==> src/rtl/rr_lock_arbiter_pkg.sv <==
// Shared types and constants for the round-robin lock arbiter.
package rr_lock_arbiter_pkg;

  typedef enum logic {
    ST_IDLE  = 1'b0,
    ST_GRANT = 1'b1
  } state_e;

  localparam int HCW = 8;
  localparam logic [HCW-1:0] HOLD_SAT = '1;

  // Index width for a requester count; never below one bit.
  function automatic int clog2_fn(input int v);
    int r;
    r = 0;
    while ((1 << r) < v) r++;
    return (r < 1) ? 1 : r;
  endfunction

endpackage

==> src/rtl/rr_lock_arbiter_if.sv <==
// Request/grant bundle between requesters (master) and the arbiter (slave).
interface rr_lock_arbiter_if #(
  parameter int N    = 8,
  parameter int IDXW = rr_lock_arbiter_pkg::clog2_fn(N)
);

  logic [N-1:0]    req;
  logic            done;
  logic [N-1:0]    gnt;
  logic [IDXW-1:0] gnt_idx;
  logic            gnt_valid;

  modport master (
    output req, done,
    input  gnt, gnt_idx, gnt_valid
  );

  modport slave (
    input  req, done,
    output gnt, gnt_idx, gnt_valid
  );

endinterface

==> src/rtl/rr_lock_arbiter_pick.sv <==
// Combinational rotating-priority search: first set request at or after ptr,
// wrapping around, returned as one-hot, binary index and an any flag.
module rr_pick #(
  parameter int N    = 8,
  parameter int IDXW = 3
) (
  input  logic [N-1:0]    req_i,
  input  logic [IDXW-1:0] ptr_i,
  output logic [N-1:0]    pick_o,
  output logic [IDXW-1:0] idx_o,
  output logic            any_o
);

  logic [2*N-1:0] dbl_req;
  logic [2*N-1:0] masked;
  logic [2*N-1:0] sel2;
  logic           carry;

  // Upper copy of the request vector supplies the wrapped positions below ptr.
  always_comb begin
    dbl_req = {req_i, req_i};
    masked  = '0;
    for (int i = 0; i < 2 * N; i++) begin
      masked[i] = dbl_req[i] & ((i >= N) || (i >= int'(ptr_i)));
    end
  end

  // NOTE: blocking assignments inside always_comb model the ripple of the
  // carry through the loop; every output gets a default first so no latch forms.
  always_comb begin
    sel2  = '0;
    carry = 1'b0;
    for (int i = 0; i < 2 * N; i++) begin
      sel2[i] = masked[i] & ~carry;
      carry   = carry | masked[i];
    end
  end

  always_comb begin
    pick_o = '0;
    idx_o  = '0;
    for (int i = 0; i < N; i++) begin
      pick_o[i] = sel2[i] | sel2[i+N];
    end
    for (int i = 0; i < N; i++) begin
      if (pick_o[i]) idx_o = idx_o | IDXW'(i);
    end
    any_o = |req_i;
  end

endmodule

==> src/rtl/rr_lock_arbiter.sv <==
// Registered round-robin arbiter with grant locking, back-to-back handoff
// and an optional hold limit that only bites while others are waiting.
module rr_lock_arbiter
  import rr_lock_arbiter_pkg::*;
#(
  parameter int N       = 8,
  parameter int IDXW    = clog2_fn(N),
  parameter int MAXHOLD = 0
) (
  input  logic                  clk,
  input  logic                  reset,
  rr_lock_arbiter_if.slave      bus
);

  localparam logic [HCW-1:0]  HOLD_LIM = HCW'(MAXHOLD);
  localparam logic [IDXW-1:0] LAST_IDX = IDXW'(N - 1);

  state_e          state_q, state_d;
  logic [IDXW-1:0] ptr_q, ptr_d;
  logic [HCW-1:0]  hold_q, hold_d;
  logic [N-1:0]    gnt_q, gnt_d;
  logic [IDXW-1:0] idx_q, idx_d;

  logic            abort;
  logic            limit_hit;
  logic            release_g;
  logic [IDXW-1:0] ptr_rel;

  logic [N-1:0]    pick_req;
  logic [IDXW-1:0] pick_ptr;
  logic [N-1:0]    pick_oh;
  logic [IDXW-1:0] pick_idx;
  logic            pick_any;

  // Release decode for the current owner (only meaningful in ST_GRANT).
  always_comb begin
    abort     = ~bus.req[idx_q];
    limit_hit = (MAXHOLD != 0) && (hold_q == HOLD_LIM) && (|(bus.req & ~gnt_q));
    release_g = bus.done | abort | limit_hit;
    ptr_rel   = (idx_q == LAST_IDX) ? '0 : idx_q + 1'b1;
  end

  // On release the search starts just past the owner; an aborting owner is
  // removed from contention, a finishing one stays eligible at lowest priority.
  always_comb begin
    pick_req = bus.req;
    pick_ptr = ptr_q;
    if (state_q == ST_GRANT) begin
      pick_ptr = ptr_rel;
      if (abort) pick_req = bus.req & ~gnt_q;
    end
  end

  rr_pick #(
    .N    (N),
    .IDXW (IDXW)
  ) u_pick (
    .req_i  (pick_req),
    .ptr_i  (pick_ptr),
    .pick_o (pick_oh),
    .idx_o  (pick_idx),
    .any_o  (pick_any)
  );

  // Next-state logic.
  always_comb begin
    state_d = state_q;
    case (state_q)
      ST_IDLE:  if (pick_any) state_d = ST_GRANT;
      ST_GRANT: if (release_g && !pick_any) state_d = ST_IDLE;
      default:  state_d = ST_IDLE;
    endcase
  end

  // Datapath next values: grant, index, pointer and hold counter.
  always_comb begin
    ptr_d  = ptr_q;
    hold_d = hold_q;
    gnt_d  = gnt_q;
    idx_d  = idx_q;
    case (state_q)
      ST_IDLE: begin
        if (pick_any) begin
          gnt_d  = pick_oh;
          idx_d  = pick_idx;
          hold_d = HCW'(1);
        end
      end
      ST_GRANT: begin
        if (release_g) begin
          ptr_d = ptr_rel;
          if (pick_any) begin
            gnt_d  = pick_oh;
            idx_d  = pick_idx;
            hold_d = HCW'(1);
          end else begin
            gnt_d = '0;
            idx_d = '0;
          end
        end else if (hold_q != HOLD_SAT) begin
          hold_d = hold_q + 1'b1;
        end
      end
      default: begin
        gnt_d = '0;
        idx_d = '0;
      end
    endcase
  end

  // NOTE: sequential state uses non-blocking assignments so every register
  // samples the pre-edge values of the others, independent of statement order.
  always_ff @(posedge clk) begin
    if (reset) begin
      state_q <= ST_IDLE;
      ptr_q   <= '0;
      hold_q  <= '0;
      gnt_q   <= '0;
      idx_q   <= '0;
    end else begin
      state_q <= state_d;
      ptr_q   <= ptr_d;
      hold_q  <= hold_d;
      gnt_q   <= gnt_d;
      idx_q   <= idx_d;
    end
  end

  // Outputs come straight from registers; no req-to-gnt combinational path.
  always_comb begin
    bus.gnt       = gnt_q;
    bus.gnt_idx   = idx_q;
    bus.gnt_valid = |gnt_q;
  end

endmodule

==> src/flat_wrapper.sv <==
// flat-port wrapper written by rule: the top's interface ports become plain ports
module rr_lock_arbiter_flat import rr_lock_arbiter_pkg::*;
#(
  parameter int N       = 8,
  parameter int IDXW    = clog2_fn(N),
  parameter int MAXHOLD = 0
)
  (clk, reset, bus_req, bus_done, bus_gnt, bus_gnt_idx, bus_gnt_valid);
  rr_lock_arbiter_if #(.N(N), .IDXW(IDXW)) bus_i ();
  input  logic clk;
  input  logic reset;
  input wire logic [$bits(bus_i.req)-1:0] bus_req;
  input wire logic [$bits(bus_i.done)-1:0] bus_done;
  output wire logic [$bits(bus_i.gnt)-1:0] bus_gnt;
  output wire logic [$bits(bus_i.gnt_idx)-1:0] bus_gnt_idx;
  output wire logic [$bits(bus_i.gnt_valid)-1:0] bus_gnt_valid;
  assign bus_i.req = bus_req;
  assign bus_i.done = bus_done;
  assign bus_gnt = bus_i.gnt;
  assign bus_gnt_idx = bus_i.gnt_idx;
  assign bus_gnt_valid = bus_i.gnt_valid;
  rr_lock_arbiter #(.N(N), .IDXW(IDXW), .MAXHOLD(MAXHOLD)) u_core (.clk(clk), .reset(reset), .bus(bus_i));
endmodule
==> config.mk <==
export PLATFORM = sky130hd
export DESIGN_NAME = rr_lock_arbiter_flat
export DESIGN_NICKNAME = d
export VERILOG_FILES = /design/src/rtl/rr_lock_arbiter_pkg.sv /design/src/rtl/rr_lock_arbiter_if.sv /design/src/rtl/rr_lock_arbiter_pick.sv /design/src/rtl/rr_lock_arbiter.sv /design/src/flat_wrapper.sv
export SDC_FILE = /design/constraint.sdc
export NUM_CORES = 1
export LEC_CHECK = 0
export ABC_AREA = 1
export CAP_MARGIN = 20
export CORE_ASPECT_RATIO = 1.2
export CORE_MARGIN = 5
export CORE_UTILIZATION = 52
export CTS_CLUSTER_SIZE = 12
export DETAILED_ROUTE_END_ITERATION = 16
export HOLD_SLACK_MARGIN = 0.08
export PLACE_DENSITY = 0.85
export SYNTH_ARGS = -nofsm -noshare
export SYNTH_HDL_FRONTEND = slang
export SYNTH_HIERARCHICAL = 1
export SYNTH_SLANG_ARGS = --single-unit
==> constraint.sdc <==
create_clock -name clk -period 2.9 [get_ports clk]
set_input_delay 0.435 -clock clk [delete_from_list [all_inputs] [get_ports clk]]
set_output_delay 0.435 -clock clk [all_outputs]
set_load 0.005 [all_outputs]
==> summary.json <==
{
  "async_set_reset_flop_share_out_of_synthesis": {"value": 0},
  "internal_power": {"value": 536, "unit": "uW"},
  "clkSinkCount": {"value": 15},
  "yosys_warnings": {"value": 6},
  "drt_iter0_markers": {"value": 87},
  "yosys_register_bits": {"value": 15},
  "core.rowCount": {"value": 19},
  "r2r_start": {"value": "u_core/bus.gnt_idx[0]$_SDFFE_PP0P_"},
  "hold_viol_final": {"value": 0},
  "via_per_inst": {"value": 5.40},
  "stdcell_count": {"value": 282},
  "pwr-share-seq": {"value": 0.300},
  "synthDominantAreaCellType": {"value": "sky130_fd_sc_hd__dfxtp_1"},
  "top_level_ports": {"value": 23},
  "clock.fmax": {"value": 0.369, "unit": "GHz"},
  "slew_headroom": {"value": 0.659},
  "arrival": {"value": 2.86, "unit": "ns"},
  "multi_input_area": {"value": 822, "unit": "um^2"},
  "antenna_diode_count": {"value": 0},
  "tightestPinTransition": {"value": 0.510, "unit": "ns"},
  "drt-pass1-iter-count": {"value": 4},
  "initial_core_util": {"value": 0.553},
  "cts-root-buf": {"value": "sky130_fd_sc_hd__clkbuf_4"},
  "power_total": {"value": 955, "unit": "uW"},
  "globalRouteTotalUtil": {"value": 0.209},
  "worst_r2r_endpoint": {"value": "u_core/bus.gnt_idx[2]$_SDFFE_PP0P_"},
  "dieArea": {"value": 0.00358, "unit": "mm^2"},
  "synth.area.top_cells": {"value": "sky130_fd_sc_hd__dfxtp_1 (23%), sky130_fd_sc_hd__nand2_1 (18%), sky130_fd_sc_hd__inv_1 (10%)"},
  "syn-cell-area": {"value": 0.00129, "unit": "mm^2"},
  "final_net_count": {"value": 265},
  "post_synth_edffs": {"value": 0},
  "setup_viol": {"value": 0},
  "holdBufCountCts": {"value": 0},
  "insertion_delay": {"value": 0.28, "unit": "ns"},
  "fillers": {"value": 220},
  "globalplace.congestion": {"value": 0.867},
  "routed_wl": {"value": 3690, "unit": "um"},
  "remaining_drc_errors": {"value": 0},
  "grt_first_pass_wirelength": {"value": 6070, "unit": "um"},
  "synth_seq_area_share": {"value": 0.233},
  "yosysUniqueCellTypes": {"value": 28},
  "detail-route-antenna-nets": {"value": 0},
  "irDropWorstVdd": {"value": 0.000464, "unit": "V"},
  "hold_crit_start": {"value": "u_core/ptr_q[0]$_SDFFE_PP0P_"},
  "grt_overflow": {"value": 0},
  "outcome": {"value": "complete, no violations"},
  "placed_cells_incl_taps": {"value": 278},
  "area_growth_syn_to_layout": {"value": 32.3, "unit": "%"},
  "avgRoutedWirePerCell": {"value": 13.1, "unit": "um"},
  "cts_max_path_buffers": {"value": 2},
  "skew": {"value": 0.000535, "unit": "ns"},
  "portBuffers": {"value": 22},
  "dp_hpwl": {"value": 2880, "unit": "um"},
  "fp.dieW": {"value": 55.4, "unit": "um"},
  "htree_num_levels": {"value": 1},
  "maxCapViolations": {"value": 0},
  "critPathLaunchType": {"value": "input port"},
  "tritoncts": {"value": "done"},
  "critPathKind": {"value": "input port to flip-flop"},
  "share_comb_of_total_power": {"value": 0.573},
  "postSynthCellCount": {"value": 212},
  "core-area": {"value": 0.00233, "unit": "mm^2"},
  "grt_start_max_net_pins": {"value": 16},
  "tcrit_tclk_final": {"value": 0.934},
  "p_sw": {"value": 419, "unit": "uW"},
  "most-common-layout-cells": {"value": "sky130_fd_sc_hd__nand2_1 (60), sky130_fd_sc_hd__inv_1 (35), sky130_fd_sc_hd__clkdlybuf4s50_1 (22), sky130_fd_sc_hd__nand3_1 (22), sky130_fd_sc_hd__buf_4 (18)"},
  "cts_buffers": {"value": 3},
  "synth.net_count": {"value": 225},
  "mostFrequentLayoutCell": {"value": "sky130_fd_sc_hd__nand2_1"},
  "worst_path_required": {"value": 3.05, "unit": "ns"},
  "post_cts_clock_slew_at_the_launch_and_capture_registers_of_the_worst_setup_and_hold_paths": {"value": 0.09, "unit": "ns"},
  "p_leak": {"value": 0.000893, "unit": "uW"},
  "unrepaired_setup_endpoints_after_global_routing": {"value": "no"},
  "dr_total_vias": {"value": 1522},
  "number_of_global_route_vias_before_repair": {"value": 1368},
  "regToRegSetupSlack": {"value": 0.22, "unit": "ns"},
  "critPathLaunch": {"value": "bus_req[3]"},
  "fin_crit": {"value": 2.71, "unit": "ns"},
  "post_synth.cell_area_avg": {"value": 6.07, "unit": "um^2"},
  "timing.critical_path.to": {"value": "u_core/bus.gnt_idx[2]$_SDFFE_PP0P_"},
  "final_layout_size_suffix_gt1_frac": {"value": 0.179},
  "reg2regPathDepth": {"value": 18},
  "end_kind": {"value": "flip-flop"},
  "antenna_violations_before_repair": {"value": 0},
  "ff_latch_area": {"value": 302, "unit": "um^2"},
  "hold_class": {"value": "flip-flop to flip-flop"},
  "synthFlopType": {"value": "sky130_fd_sc_hd__dfxtp_1"},
  "power.clock.fraction": {"value": 0.127},
  "die_h": {"value": 64.5, "unit": "um"},
  "final_max_slew_viol_count": {"value": 0},
  "sw_frac_of_total": {"value": 0.439},
  "largest_fanout_on_the_critical_path": {"value": 12},
  "power-per-cell-area": {"value": 561, "unit": "mW/mm^2"},
  "synth_top_area_frac": {"value": 0.233}
}
-- layout make-up --
| cell class | instances | share of cell area |
|---|---|---|
| clock buffer | 4 | 0.0154 |
| inverter | 37 | 0.0816 |
| multi-input combinational | 154 | 0.483 |
| sequential | 15 | 0.177 |
| tap | 31 | 0.0228 |
| timing repair buffer | 41 | 0.220 |
-- registers in the layout (all words and copies together), names as in the netlist --
| signal | cells |
|---|---|
| u_core/bus.gnt | 8 |
| u_core/ptr_q | 3 |
| u_core/bus.gnt_idx | 3 |
| u_core/state_q | 1 |
-- synth_stat cells (2+ instances only) --
cell type                  instances
sky130_fd_sc_hd__nor4_1            2
sky130_fd_sc_hd__nand2_4           2
sky130_fd_sc_hd__a31oi_1           8
sky130_fd_sc_hd__ha_1              2
sky130_fd_sc_hd__o21ai_1           2
sky130_fd_sc_hd__nand3_2           3
sky130_fd_sc_hd__nand3_1          22
sky130_fd_sc_hd__o21ai_4           2
sky130_fd_sc_hd__nand4_1           5
sky130_fd_sc_hd__nand2_1          62
sky130_fd_sc_hd__inv_1            35
sky130_fd_sc_hd__clkbuf_1          4
sky130_fd_sc_hd__nand2_2           4
sky130_fd_sc_hd__a21oi_1          13
sky130_fd_sc_hd__dfxtp_1          15
sky130_fd_sc_hd__o21ai_0           2
sky130_fd_sc_hd__inv_2             2
sky130_fd_sc_hd__nor2_1           17
-- critical path: stages --
cell,delay [ns]
sky130_fd_sc_hd__clkdlybuf4s50_1,0.40
sky130_fd_sc_hd__inv_1,0.09
sky130_fd_sc_hd__nand2_1,0.06
sky130_fd_sc_hd__nand3_1,0.10
sky130_fd_sc_hd__nand3_2,0.10
sky130_fd_sc_hd__nand2_2,0.12
sky130_fd_sc_hd__a31oi_1,0.11
sky130_fd_sc_hd__inv_1,0.09
sky130_fd_sc_hd__nor2_1,0.05
sky130_fd_sc_hd__nand2_2,0.08
sky130_fd_sc_hd__nand2_2,0.06
sky130_fd_sc_hd__nor2_4,0.12
sky130_fd_sc_hd__nand4_4,0.12
sky130_fd_sc_hd__nor2_8,0.13
sky130_fd_sc_hd__nand3_1,0.11
sky130_fd_sc_hd__or2_1,0.26
sky130_fd_sc_hd__buf_4,0.19
sky130_fd_sc_hd__nand2_1,0.07
sky130_fd_sc_hd__inv_1,0.04
sky130_fd_sc_hd__nand2_1,0.05
sky130_fd_sc_hd__a21oi_1,0.08
-- timing repair --
item	in CTS	in global routing
gates resized for setup	0	3
setup endpoints to repair	0	11
buffers inserted	0	0
-- kinds of logic (layout without fill, tap and decap cells) --
family                   after synthesis  after routing  synth area share
adder cells (fa/ha/maj)                2              2            0.0194
buffers and inverters                 43             82             0.132
AND/OR/NAND/NOR                      124            124             0.478
AO/OA/AOI/OAI                         28             28             0.137
flip-flops                            15             15             0.233
-- power groups by stage --
stage                     Sequential [uW]  Combinational, uW  Clock (uW)
final                                 287                547         121
after global routing                  292                601         135
after CTS                             285                540         121
after detailed placement              290                536           0
after global placement                291                528           0
after floorplan                       277                338           0
-- how the worst min path moves through the flow --
stage                                               to  cells after the start
after floorplan           u_core/ptr_q[0]$_SDFFE_PP0P_                      2
after global placement    u_core/ptr_q[0]$_SDFFE_PP0P_                      2
after detailed placement  u_core/ptr_q[0]$_SDFFE_PP0P_                      2
after CTS                 u_core/ptr_q[0]$_SDFFE_PP0P_                      2
after global routing      u_core/ptr_q[0]$_SDFFE_PP0P_                      2
final                     u_core/ptr_q[0]$_SDFFE_PP0P_                      2
-- routing by layer --
| layer | GRT usage | vias up | routed length [um] | share of wire |
|---|---|---|---|---|
| li1 | - | 759 | - | - |
| met2 | 0.349 | 62 | 1800 | 0.49 |
| met4 | 0.106 | 0 | 87 | 0.024 |
| met5 | 0 | - | 0 | 0 |
| met3 | 0.0278 | 10 | 286 | 0.078 |
| met1 | 0.264 | 691 | 1510 | 0.41 |
-- metrics by stage --
stage | setup slack [ns] | util | hold WS (ns) | cell area [um^2] | setup TNS [ns]
finish | 0.193 | 0.731 | 0.483 | 1700 | 0
global route | 0.00440 | 0.731 | 0.497 | 1700 | 0
detailed placement | -0.141 | 0.717 | 0.465 | 1670 | -1.44
floorplan | 0.224 | - | 0.443 | 1290 | 0
global placement | -0.0708 | 0.717 | 0.460 | 1670 | -0.662
CTS | 0.0992 | 0.728 | 0.478 | 1700 | 0
No activity file was read; power rests on OpenSTA's default activity.
